## src/rtl/serial_arith_pkg.sv

```systemverilog
// +----------------------------------------------------------------------+
// | serial_arith_pkg: FSM encoding and parameter helpers for serial math |
// | Revision: 1.0                                                        |
// +----------------------------------------------------------------------+
`default_nettype none

package serial_arith_pkg;

  localparam logic [1:0] ST_IDLE = 2'd0;
  localparam logic [1:0] ST_RUN  = 2'd1;
  localparam logic [1:0] ST_DONE = 2'd2;

  function automatic bit digit_legal(input int digit);
    return (digit == 1) || (digit == 2) || (digit == 4) || (digit == 8);
  endfunction

  function automatic int cnt_width(input int width, input int digit);
    int n;
    n = width / digit;
    return (n <= 2) ? 1 : $clog2(n);
  endfunction

endpackage

`default_nettype wire

```

## src/rtl/serial_addsub_unit_if.sv

```systemverilog
// +----------------------------------------------------------------------+
// | serial_addsub_unit_if: operand and result handshake bundle           |
// | Revision: 1.0                                                        |
// +----------------------------------------------------------------------+
`default_nettype none

interface serial_addsub_unit_if #(
  parameter int WIDTH = 32
);
  logic             in_valid;
  logic             in_ready;
  logic [WIDTH-1:0] op_a;
  logic [WIDTH-1:0] op_b;
  logic             sub;
  logic             out_valid;
  logic             out_ready;
  logic [WIDTH-1:0] sum;
  logic             c_out;
  logic             ovf;

  modport master (
    output in_valid, op_a, op_b, sub, out_ready,
    input  in_ready, out_valid, sum, c_out, ovf
  );

  modport slave (
    input  in_valid, op_a, op_b, sub, out_ready,
    output in_ready, out_valid, sum, c_out, ovf
  );
endinterface

`default_nettype wire

```

## src/rtl/serial_digit_adder.sv

```systemverilog
// +----------------------------------------------------------------------+
// | serial_digit_adder: combinational DIGIT-bit adder with carry-in      |
// | Revision: 1.0                                                        |
// +----------------------------------------------------------------------+
`default_nettype none

module serial_digit_adder
  import serial_arith_pkg::*;
#(
  parameter int DIGIT = 1
) (
  input  wire logic [DIGIT-1:0] a,
  input  wire logic [DIGIT-1:0] b,
  input  wire logic             cin,
  output logic      [DIGIT-1:0] s,
  output logic                  cout,
  output logic                  c_top
);

  logic [DIGIT:0] w_total;

  generate
    if (!digit_legal(DIGIT)) begin : g_bad_digit
      $error("serial_digit_adder: DIGIT must be 1, 2, 4 or 8");
    end
  endgenerate

  assign w_total = {1'b0, a} + {1'b0, b} + {{DIGIT{1'b0}}, cin};
  assign s       = w_total[DIGIT-1:0];
  assign cout    = w_total[DIGIT];
  // Recover the carry into the top bit from its sum bit.
  assign c_top   = a[DIGIT-1] ^ b[DIGIT-1] ^ s[DIGIT-1];

endmodule

`default_nettype wire

```

## src/rtl/serial_addsub_unit.sv

```systemverilog
// +----------------------------------------------------------------------+
// | serial_addsub_unit: LSB-first digit-serial adder/subtractor          |
// | Revision: 1.0                                                        |
// +----------------------------------------------------------------------+
`default_nettype none

module serial_addsub_unit
  import serial_arith_pkg::*;
#(
  parameter int WIDTH = 32,
  parameter int DIGIT = 1
) (
  input  wire logic           phi,
  input  wire logic           rst_n,
  serial_addsub_unit_if.slave bus
);

  localparam int N  = WIDTH / DIGIT;
  localparam int CW = cnt_width(WIDTH, DIGIT);

  generate
    if (!digit_legal(DIGIT) || (WIDTH % DIGIT) != 0) begin : g_bad_param
      $error("serial_addsub_unit: illegal WIDTH/DIGIT combination");
    end
  endgenerate

  logic [1:0]       state_q, state_d;
  logic [WIDTH-1:0] a_q, a_d, b_q, b_d, sum_q, sum_d;
  logic [CW-1:0]    cnt_q, cnt_d;
  logic             carry_q, carry_d;
  logic             c_out_q, c_out_d, ovf_q, ovf_d;
  logic             in_ready_q, in_ready_d, out_valid_q, out_valid_d;

  logic [DIGIT-1:0]       w_dsum;
  logic                   w_dcout, w_dctop;
  logic [WIDTH+DIGIT-1:0] w_ext;

  serial_digit_adder #(.DIGIT(DIGIT)) u_digit (
    .a     (a_q[DIGIT-1:0]),
    .b     (b_q[DIGIT-1:0]),
    .cin   (carry_q),
    .s     (w_dsum),
    .cout  (w_dcout),
    .c_top (w_dctop)
  );

  // New digit enters at the top; after N digits the LSB has reached bit 0.
  assign w_ext = {w_dsum, sum_q};

  always_comb begin
    state_d     = state_q;
    a_d         = a_q;
    b_d         = b_q;
    sum_d       = sum_q;
    cnt_d       = cnt_q;
    carry_d     = carry_q;
    c_out_d     = c_out_q;
    ovf_d       = ovf_q;
    in_ready_d  = in_ready_q;
    out_valid_d = out_valid_q;
    case (state_q)
      ST_IDLE: begin
        if (bus.in_valid) begin
          a_d        = bus.op_a;
          b_d        = bus.sub ? ~bus.op_b : bus.op_b;
          carry_d    = bus.sub;
          cnt_d      = '0;
          state_d    = ST_RUN;
          in_ready_d = 1'b0;
        end
      end
      ST_RUN: begin
        a_d     = a_q >> DIGIT;
        b_d     = b_q >> DIGIT;
        sum_d   = w_ext[WIDTH+DIGIT-1:DIGIT];
        carry_d = w_dcout;
        cnt_d   = cnt_q + CW'(1);
        if (cnt_q == CW'(N - 1)) begin
          c_out_d     = w_dcout;
          ovf_d       = w_dcout ^ w_dctop;
          state_d     = ST_DONE;
          out_valid_d = 1'b1;
        end
      end
      ST_DONE: begin
        if (bus.out_ready) begin
          state_d     = ST_IDLE;
          in_ready_d  = 1'b1;
          out_valid_d = 1'b0;
        end
      end
      default: begin
        state_d     = ST_IDLE;
        in_ready_d  = 1'b1;
        out_valid_d = 1'b0;
      end
    endcase
  end

  always_ff @(posedge phi or negedge rst_n) begin
    if (!rst_n) begin
      state_q     <= ST_IDLE;
      a_q         <= '0;
      b_q         <= '0;
      sum_q       <= '0;
      cnt_q       <= '0;
      carry_q     <= 1'b0;
      c_out_q     <= 1'b0;
      ovf_q       <= 1'b0;
      in_ready_q  <= 1'b1;
      out_valid_q <= 1'b0;
    end else begin
      state_q     <= state_d;
      a_q         <= a_d;
      b_q         <= b_d;
      sum_q       <= sum_d;
      cnt_q       <= cnt_d;
      carry_q     <= carry_d;
      c_out_q     <= c_out_d;
      ovf_q       <= ovf_d;
      in_ready_q  <= in_ready_d;
      out_valid_q <= out_valid_d;
    end
  end

  assign bus.in_ready  = in_ready_q;
  assign bus.out_valid = out_valid_q;
  assign bus.sum       = sum_q;
  assign bus.c_out     = c_out_q;
  assign bus.ovf       = ovf_q;

endmodule

`default_nettype wire

```

## src/flat_wrapper.sv

```systemverilog
// flat-port wrapper written by rule: the top's interface ports become plain ports
module serial_addsub_unit_flat import serial_arith_pkg::*;
#(
  parameter int WIDTH = 32,
  parameter int DIGIT = 1
)
  (phi, rst_n, bus_in_valid, bus_op_a, bus_op_b, bus_sub, bus_out_ready, bus_in_ready, bus_out_valid, bus_sum, bus_c_out, bus_ovf);
  serial_addsub_unit_if #(.WIDTH(WIDTH)) bus_i ();
  input  wire logic phi;
  input  wire logic rst_n;
  input wire logic [$bits(bus_i.in_valid)-1:0] bus_in_valid;
  input wire logic [$bits(bus_i.op_a)-1:0] bus_op_a;
  input wire logic [$bits(bus_i.op_b)-1:0] bus_op_b;
  input wire logic [$bits(bus_i.sub)-1:0] bus_sub;
  input wire logic [$bits(bus_i.out_ready)-1:0] bus_out_ready;
  output wire logic [$bits(bus_i.in_ready)-1:0] bus_in_ready;
  output wire logic [$bits(bus_i.out_valid)-1:0] bus_out_valid;
  output wire logic [$bits(bus_i.sum)-1:0] bus_sum;
  output wire logic [$bits(bus_i.c_out)-1:0] bus_c_out;
  output wire logic [$bits(bus_i.ovf)-1:0] bus_ovf;
  assign bus_i.in_valid = bus_in_valid;
  assign bus_i.op_a = bus_op_a;
  assign bus_i.op_b = bus_op_b;
  assign bus_i.sub = bus_sub;
  assign bus_i.out_ready = bus_out_ready;
  assign bus_in_ready = bus_i.in_ready;
  assign bus_out_valid = bus_i.out_valid;
  assign bus_sum = bus_i.sum;
  assign bus_c_out = bus_i.c_out;
  assign bus_ovf = bus_i.ovf;
  serial_addsub_unit #(.WIDTH(WIDTH), .DIGIT(DIGIT)) u_core (.phi(phi), .rst_n(rst_n), .bus(bus_i));
endmodule
```

## config.mk

```make
export PLATFORM = sky130hd
export DESIGN_NAME = serial_addsub_unit_flat
export DESIGN_NICKNAME = d
export VERILOG_FILES = /design/src/rtl/serial_arith_pkg.sv /design/src/rtl/serial_addsub_unit_if.sv /design/src/rtl/serial_digit_adder.sv /design/src/rtl/serial_addsub_unit.sv /design/src/flat_wrapper.sv
export SDC_FILE = /design/constraint.sdc
export NUM_CORES = 1
export LEC_CHECK = 0
export ABC_CLOCK_PERIOD_IN_PS = 1850
export CAP_MARGIN = 20
export CELL_PAD_IN_SITES_DETAIL_PLACEMENT = 1
export CELL_PAD_IN_SITES_GLOBAL_PLACEMENT = 1
export CORE_UTILIZATION = 39
export DETAILED_ROUTE_END_ITERATION = 8
export GPL_TIMING_DRIVEN = 0
export PLACE_DENSITY_LB_ADDON = 0.1
export SYNTH_ARGS = -nofsm -noshare
export SYNTH_HDL_FRONTEND = slang
export SYNTH_SLANG_ARGS = --single-unit
```

## constraint.sdc

```tcl
create_clock -name phi -period 1.85 [get_ports phi]
set_input_delay 0.37 -clock phi [delete_from_list [all_inputs] [get_ports phi]]
set_output_delay 0.37 -clock phi [all_outputs]
set_load 0.1 [all_outputs]
```

==> results.cfg, run 1 <==
[clock_tree]
cts_hold_buf = 0
numCtsBuffers = 9
path_clk_slew_ns = 0.07
htree_levels = 3
cts_buffer_depth = 2
clock-sinks = 108
cts-root-buf = clkbuf_16
cts_tree = yes
clkLatencyLatePin_ns = 0.35

[placement]
placed_cell_area_mm2 = 0.006186
place.gp.congestion = 0.7739
dpl.hpwl_mm = 9.129
io_buffers = 103
dpl.cell_count = 789
pre_cts_ws_ns = -0.2509

[layout]
design_area_mm2 = 0.006530
final_cells = 805
final_common_cell = nand2_1
num_antenna_cells = 0
nets = 704
final_layout_size_suffix_gt1_frac = 0.1366
area_growth_pct = 32.73
mostFrequentLayoutCells = nand2_1, dfrtp_1, o21ai_0

[power]
seqPwrFrac = 0.343
peakVddDrop_v = 0.0005274
p_leak_nw = 2.896
internal_power_mw = 6.077
pwr-share-clk = 0.171
p_comb_frac = 0.485
netSwitchingPower_mw = 5.457
powerDensity_mw_per_mm2 = 1766
swShare = 0.4731

[critical_path]
path_class = flip-flop to output pin
worstPathCellList = clkdlybuf4s15_2
slowest_stage = clkdlybuf4s15_2
critical_path_arrival_ns = 1.44
worst-endpoint-required_ns = 1.48
cp_max_fo = 2
worst-path-stages = 1
cp-start-kind = flip-flop
crit_family = buffers and inverters
crit_start = u_core.bus.in_ready$_DFFE_PN1P_
r2r_start = u_core.cnt_q[0]$_DFFE_PN0P_
cp-end-kind = output pin
cp_num_buf_inv = 1
r2r_cells = 5
cp_slowest_stage_delay_ns = 0.55

[synth]
yosys.area_share.simple = 0.1467
synth-warning-count = 0
synth_edf_count = 0
synth_xor_area_frac = 0.06231
synth-async-reset-ratio = 1.000
synth_top_family_by_area = compound AO/OA/AOI/OAI gates
synth_compound_area_frac = 0.1793
yosysSeqAreaShare = 0.5496
synth_area_mm2 = 0.004920
postSynthAreaPerCell_um2 = 9.516
netlist_instances = 517
syn_nets = 589
synthDistinctLibCells = 27
synth_seq_cells = 108
synth-adder-area-share = 0.009156
ys.flop_type = dfrtp_1
synthMuxAreaShare = 0.004578

[route]
wl_mm = 12.71
wl_per_cell_um = 15.79
num_vias = 4130
viasPerCell = 5.130
ant_nets = 0
drc_errors = 0
dr.first_iter.drc_count = 234
drtPass1Iterations = 4

[hold_path]
hp-class = input pin to asynchronous set/reset pin

[floorplanning]
io_pins = 105
rows = 40
die_h_um = 114.3
dieArea_mm2 = 0.01307
die_w_um = 114.3
coreArea_mm2 = 0.01216
initial_core_util = 0.4045

[global_routing]
grt-ovfl-total = 0
antenna_found_initial = 0
grt_pass1_vias = 4418
grt_max_degree = 59
groute.usage.overall = 0.2167
grt_pass1_wl_mm = 21.99

[timing]
rsz0062_at_grt = false
finalSetupViolCount = 0
clock.fmax_ghz = 0.5516
period_share = 0.9799
period_needed_ns = 1.813
worst_slew_pin_slew_ns = 0.6834
drv_slew = 0
fin_ws_ns = 0.03721
skew_ns = 0.004690
hold_viol_final = 0
max_slew_margin = 0.5444
tns_ns = 0

[flow_run]
cap_violations = 0

[status]
status = complete, no violations
[logic make-up after synthesis]
logic type                 Yosys count
and+or+nand+nor                    183
muxes                                2
DFF                                108
adders and majority gates            3
AOI/OAI and AO/OA                  142
buffers and inverters               44
xor gates and xnor gates            35
[area by class of cell]
type / count / area, um2
flip-flops and latches: 108 / 2704
clock buffers: 14 / 264.0
clock inverters: 2 / 35.03
fillers: 1397 / 5632
multi-input cells: 365 / 1978
plain buffers: 42 / 230.2
repair buffers: 104 / 1101
inverters: 2 / 7.507
well taps: 168 / 210.2
[cells in the mapped netlist, types with 4 or more instances]
master,number,area (um2)
nand2_1,167,626.9
dfrtp_1,107,2678
o21ai_0,69,345.3
a22oi_1,60,450.4
xor2_1,32,280.3
buf_2,22,110.1
buf_4,10,75.07
clkbuf_1,8,30.03
a21oi_1,7,35.03
nor2b_1,5,31.28
nor2_1,4,15.01
[registers in the layout (all words and copies together) (netlist names)]
name and cells:
u_core.bus.sum 32, u_core.bus.ovf 1, u_core.b_q 32, u_core.carry_q 1, u_core.cnt_q 5, u_core.a_q 32, u_core.bus.out_valid 1, u_core.bus.c_out 1
u_core.bus.in_ready 1, u_core.state_q 2
[path summary, 6_finish.rpt]
check | to | slack [ns]
worst max-delay path | bus_in_ready | 0.04
worst min-delay path | u_core.bus.sum[9]$_DFFE_PN0P_ | 0.05
worst max register to register | u_core.bus.c_out$_DFFE_PN0P_ | 0.25
worst min register to register | u_core.a_q[17]$_DFFE_PN0P_ | 0.49
max in group asynchronous | u_core.b_q[2]$_DFFE_PN0P_ | 1.08
min in group phi | u_core.a_q[17]$_DFFE_PN0P_ | 0.49
[routing by layer]
metal  GRT usage  wire length (um)  part of all wire  up-vias
met2      0.3693              6459              0.51       78
li1            -                 -                 -     1979
met4     0.08571               228             0.018        0
met5           0                 0                 0        -
met3     0.02965               345             0.027       16
met1      0.2793              5678              0.45     2057
[metrics by stage]
stage                     utilization  hold slack, ns  power [mW]
after floorplan                     -         0.07441       8.120
after global placement         0.5066          0.4615       9.502
after detailed placement       0.5086          0.4516       9.740
after CTS                      0.5369         0.06982       11.66
after global routing           0.5369         0.09724       12.27
final                          0.5369         0.05127       11.53
[what timing repair did]
item                       4_1_cts  5_1_grt
setup endpoints to repair       36        0
resized for setup              108        0
buffers inserted                 0        0
hold endpoints to repair         0        0
[power groups by stage]
| stage | clock network [mW] | registers, mW | logic [mW] |
|---|---|---|---|
| after floorplan | 0 | 6.09 | 2.03 |
| after global placement | 0 | 3.94 | 5.56 |
| after detailed placement | 0 | 4.00 | 5.74 |
| after CTS | 2.03 | 3.97 | 5.67 |
| after global routing | 2.11 | 4.10 | 6.06 |
| final | 1.98 | 3.96 | 5.60 |
No activity file was read; power rests on OpenSTA's default activity.
==> run 2: changes to the inputs <==
--- a/config.mk
+++ b/config.mk
@@ -5,7 +5,6 @@
 export SDC_FILE = /design/constraint.sdc
 export NUM_CORES = 1
 export LEC_CHECK = 0
-export ABC_CLOCK_PERIOD_IN_PS = 1850
 export CAP_MARGIN = 20
 export CELL_PAD_IN_SITES_DETAIL_PLACEMENT = 1
 export CELL_PAD_IN_SITES_GLOBAL_PLACEMENT = 1
@@ -13,6 +12,7 @@
 export DETAILED_ROUTE_END_ITERATION = 8
 export GPL_TIMING_DRIVEN = 0
 export PLACE_DENSITY_LB_ADDON = 0.1
+export SETUP_SLACK_MARGIN = 0.5
 export SYNTH_ARGS = -nofsm -noshare
 export SYNTH_HDL_FRONTEND = slang
 export SYNTH_SLANG_ARGS = --single-unit
==> results.cfg, run 2 (same netlist as run 1, synthesis figures left out) <==
[status]
status = complete, no violations

[flow_run]
cap_violations = 0

[floorplanning]
io_pins = 105
die_h_um = 114.3
initial_core_util = 0.4045
die_w_um = 114.3
coreArea_mm2 = 0.01216
dieArea_mm2 = 0.01307
rows = 40

[hold_path]
hp-class = input pin to asynchronous set/reset pin

[timing]
worst_slew_pin_slew_ns = 0.8247
drv_slew = 0
skew_ns = 0.007974
clock.fmax_ghz = 0.6754
max_slew_margin = 0.4502
finalSetupViolCount = 0
tns_ns = 0
rsz0062_at_grt = true
period_needed_ns = 1.481
period_share = 0.8003
hold_viol_final = 0

[placement]
io_buffers = 103
place.gp.congestion = 0.7785
placed_cell_area_mm2 = 0.006212
dpl.hpwl_mm = 9.179

[power]
p_leak_nw = 3.332
peakVddDrop_v = 0.0005938
powerDensity_mw_per_mm2 = 1822

[route]
viasPerCell = 5.168
drtPass1Iterations = 5
num_vias = 4393
ant_nets = 0
drc_errors = 0
wl_mm = 15.24
wl_per_cell_um = 17.92
dr.first_iter.drc_count = 244

[global_routing]
grt_max_degree = 60
groute.usage.overall = 0.2408
grt-ovfl-total = 0
antenna_found_initial = 0
grt_pass1_vias = 4690
grt_pass1_wl_mm = 24.11

[clock_tree]
cts_buffer_depth = 2
clock-sinks = 108
htree_levels = 3
cts_tree = yes
cts-root-buf = clkbuf_16
clkLatencyLatePin_ns = 0.36
path_clk_slew_ns = 0.08
cts_hold_buf = 0
numCtsBuffers = 9

[critical_path]
worst-path-stages = 1
critPathCapture = bus_in_ready
r2r_setup_slack_ns = 0.38
r2r_start = u_core.b_q[0]$_DFFE_PN0P_
crit_family = flip-flops
path_class = flip-flop to output pin
cp_max_fo = 2
worstPathCellList = buf_12
cp-start-kind = flip-flop
reg2reg_to = u_core.bus.ovf$_DFFE_PN0P_
crit_start = u_core.bus.in_ready$_DFFE_PN1P_
critical_path_arrival_ns = 1.11
worst-endpoint-required_ns = 1.48
cp_num_buf_inv = 1
r2r_cells = 4
slowest_stage = dfstp_2
cp_slowest_stage_delay_ns = 0.57
cp-end-kind = output pin

[layout]
n_fill_cell = 1335
num_antenna_cells = 0
final_layout_size_suffix_gt1_frac = 0.2375
mostFrequentLayoutCells = nand2_1, dfrtp_1, clkdlybuf4s50_1
final_util = 0.6050
design_area_mm2 = 0.007358
final_common_cell = nand2_1
nets = 749
area_growth_pct = 49.57
-- run 2: routing by layer --
metal	track usage	vias up	share of wire
met5	0	-	0
met4	0.05628	0	0.015
met3	0.05611	17	0.036
met2	0.4295	100	0.52
met1	0.2948	2219	0.43
li1	-	2057	-
-- run 2: final cells by class --
| cell class | instances | area [um2] | share of cell area |
|---|---|---|---|
| multi-input combinational | 365 | 2053 | 0.2790 |
| timing repair buffer | 149 | 1765 | 0.2399 |
| sequential | 108 | 2710 | 0.3683 |
| inverter | 2 | 7.507 | 0.001020 |
| tap | 168 | 210.2 | 0.02857 |
| clock inverter | 5 | 36.28 | 0.004931 |
| clock buffer | 11 | 252.7 | 0.03435 |
| buffer | 42 | 322.8 | 0.04387 |
-- run 2: repair_timing --
item	CTS	global route
gates resized for setup	342	64
pin swaps	4	5
setup buffers	29	16
setup endpoints to repair	117	130
-- run 2: worst min-delay path by stage --
| stage | depth (start not counted) | endpoint | start | slack (ns) |
|---|---|---|---|---|
| 2_1_floorplan | 0 | u_core.a_q[0]$_DFFE_PN0P_ | rst_n | 0.07 |
| 3_3_place_gp | 2 | u_core.a_q[20]$_DFFE_PN0P_ | u_core.a_q[20]$_DFFE_PN0P_ | 0.46 |
| 3_5_place_dp | 2 | u_core.b_q[3]$_DFFE_PN0P_ | u_core.b_q[3]$_DFFE_PN0P_ | 0.48 |
| 4_1_cts | 1 | u_core.bus.sum[6]$_DFFE_PN0P_ | rst_n | 0.12 |
| 5_1_grt | 1 | u_core.bus.sum[5]$_DFFE_PN0P_ | rst_n | 0.15 |
| 6_report | 1 | u_core.bus.sum[9]$_DFFE_PN0P_ | rst_n | 0.10 |
-- run 2: stage by stage --
| step | hold WS (ns) | cells | setup slack (ns) | total power, mW |
|---|---|---|---|---|
| after floorplan | 0.07441 | 517 | 0.4586 | 8.145 |
| final | 0.1000 | 850 | 0.3694 | 13.41 |
| after global placement | 0.4615 | 788 | -3.832 | 9.525 |
| after detailed placement | 0.4757 | 789 | -0.2373 | 9.775 |
| after global routing | 0.1534 | 850 | 0.3009 | 14.13 |
| after CTS | 0.1226 | 834 | 0.3515 | 12.87 |
-- run 2: power by group --
part	switching [mW]	internal, mW
Combinational	4.38	2.97
Clock	0.918	0.989
Sequential	0.824	3.33
Total	6.12	7.29
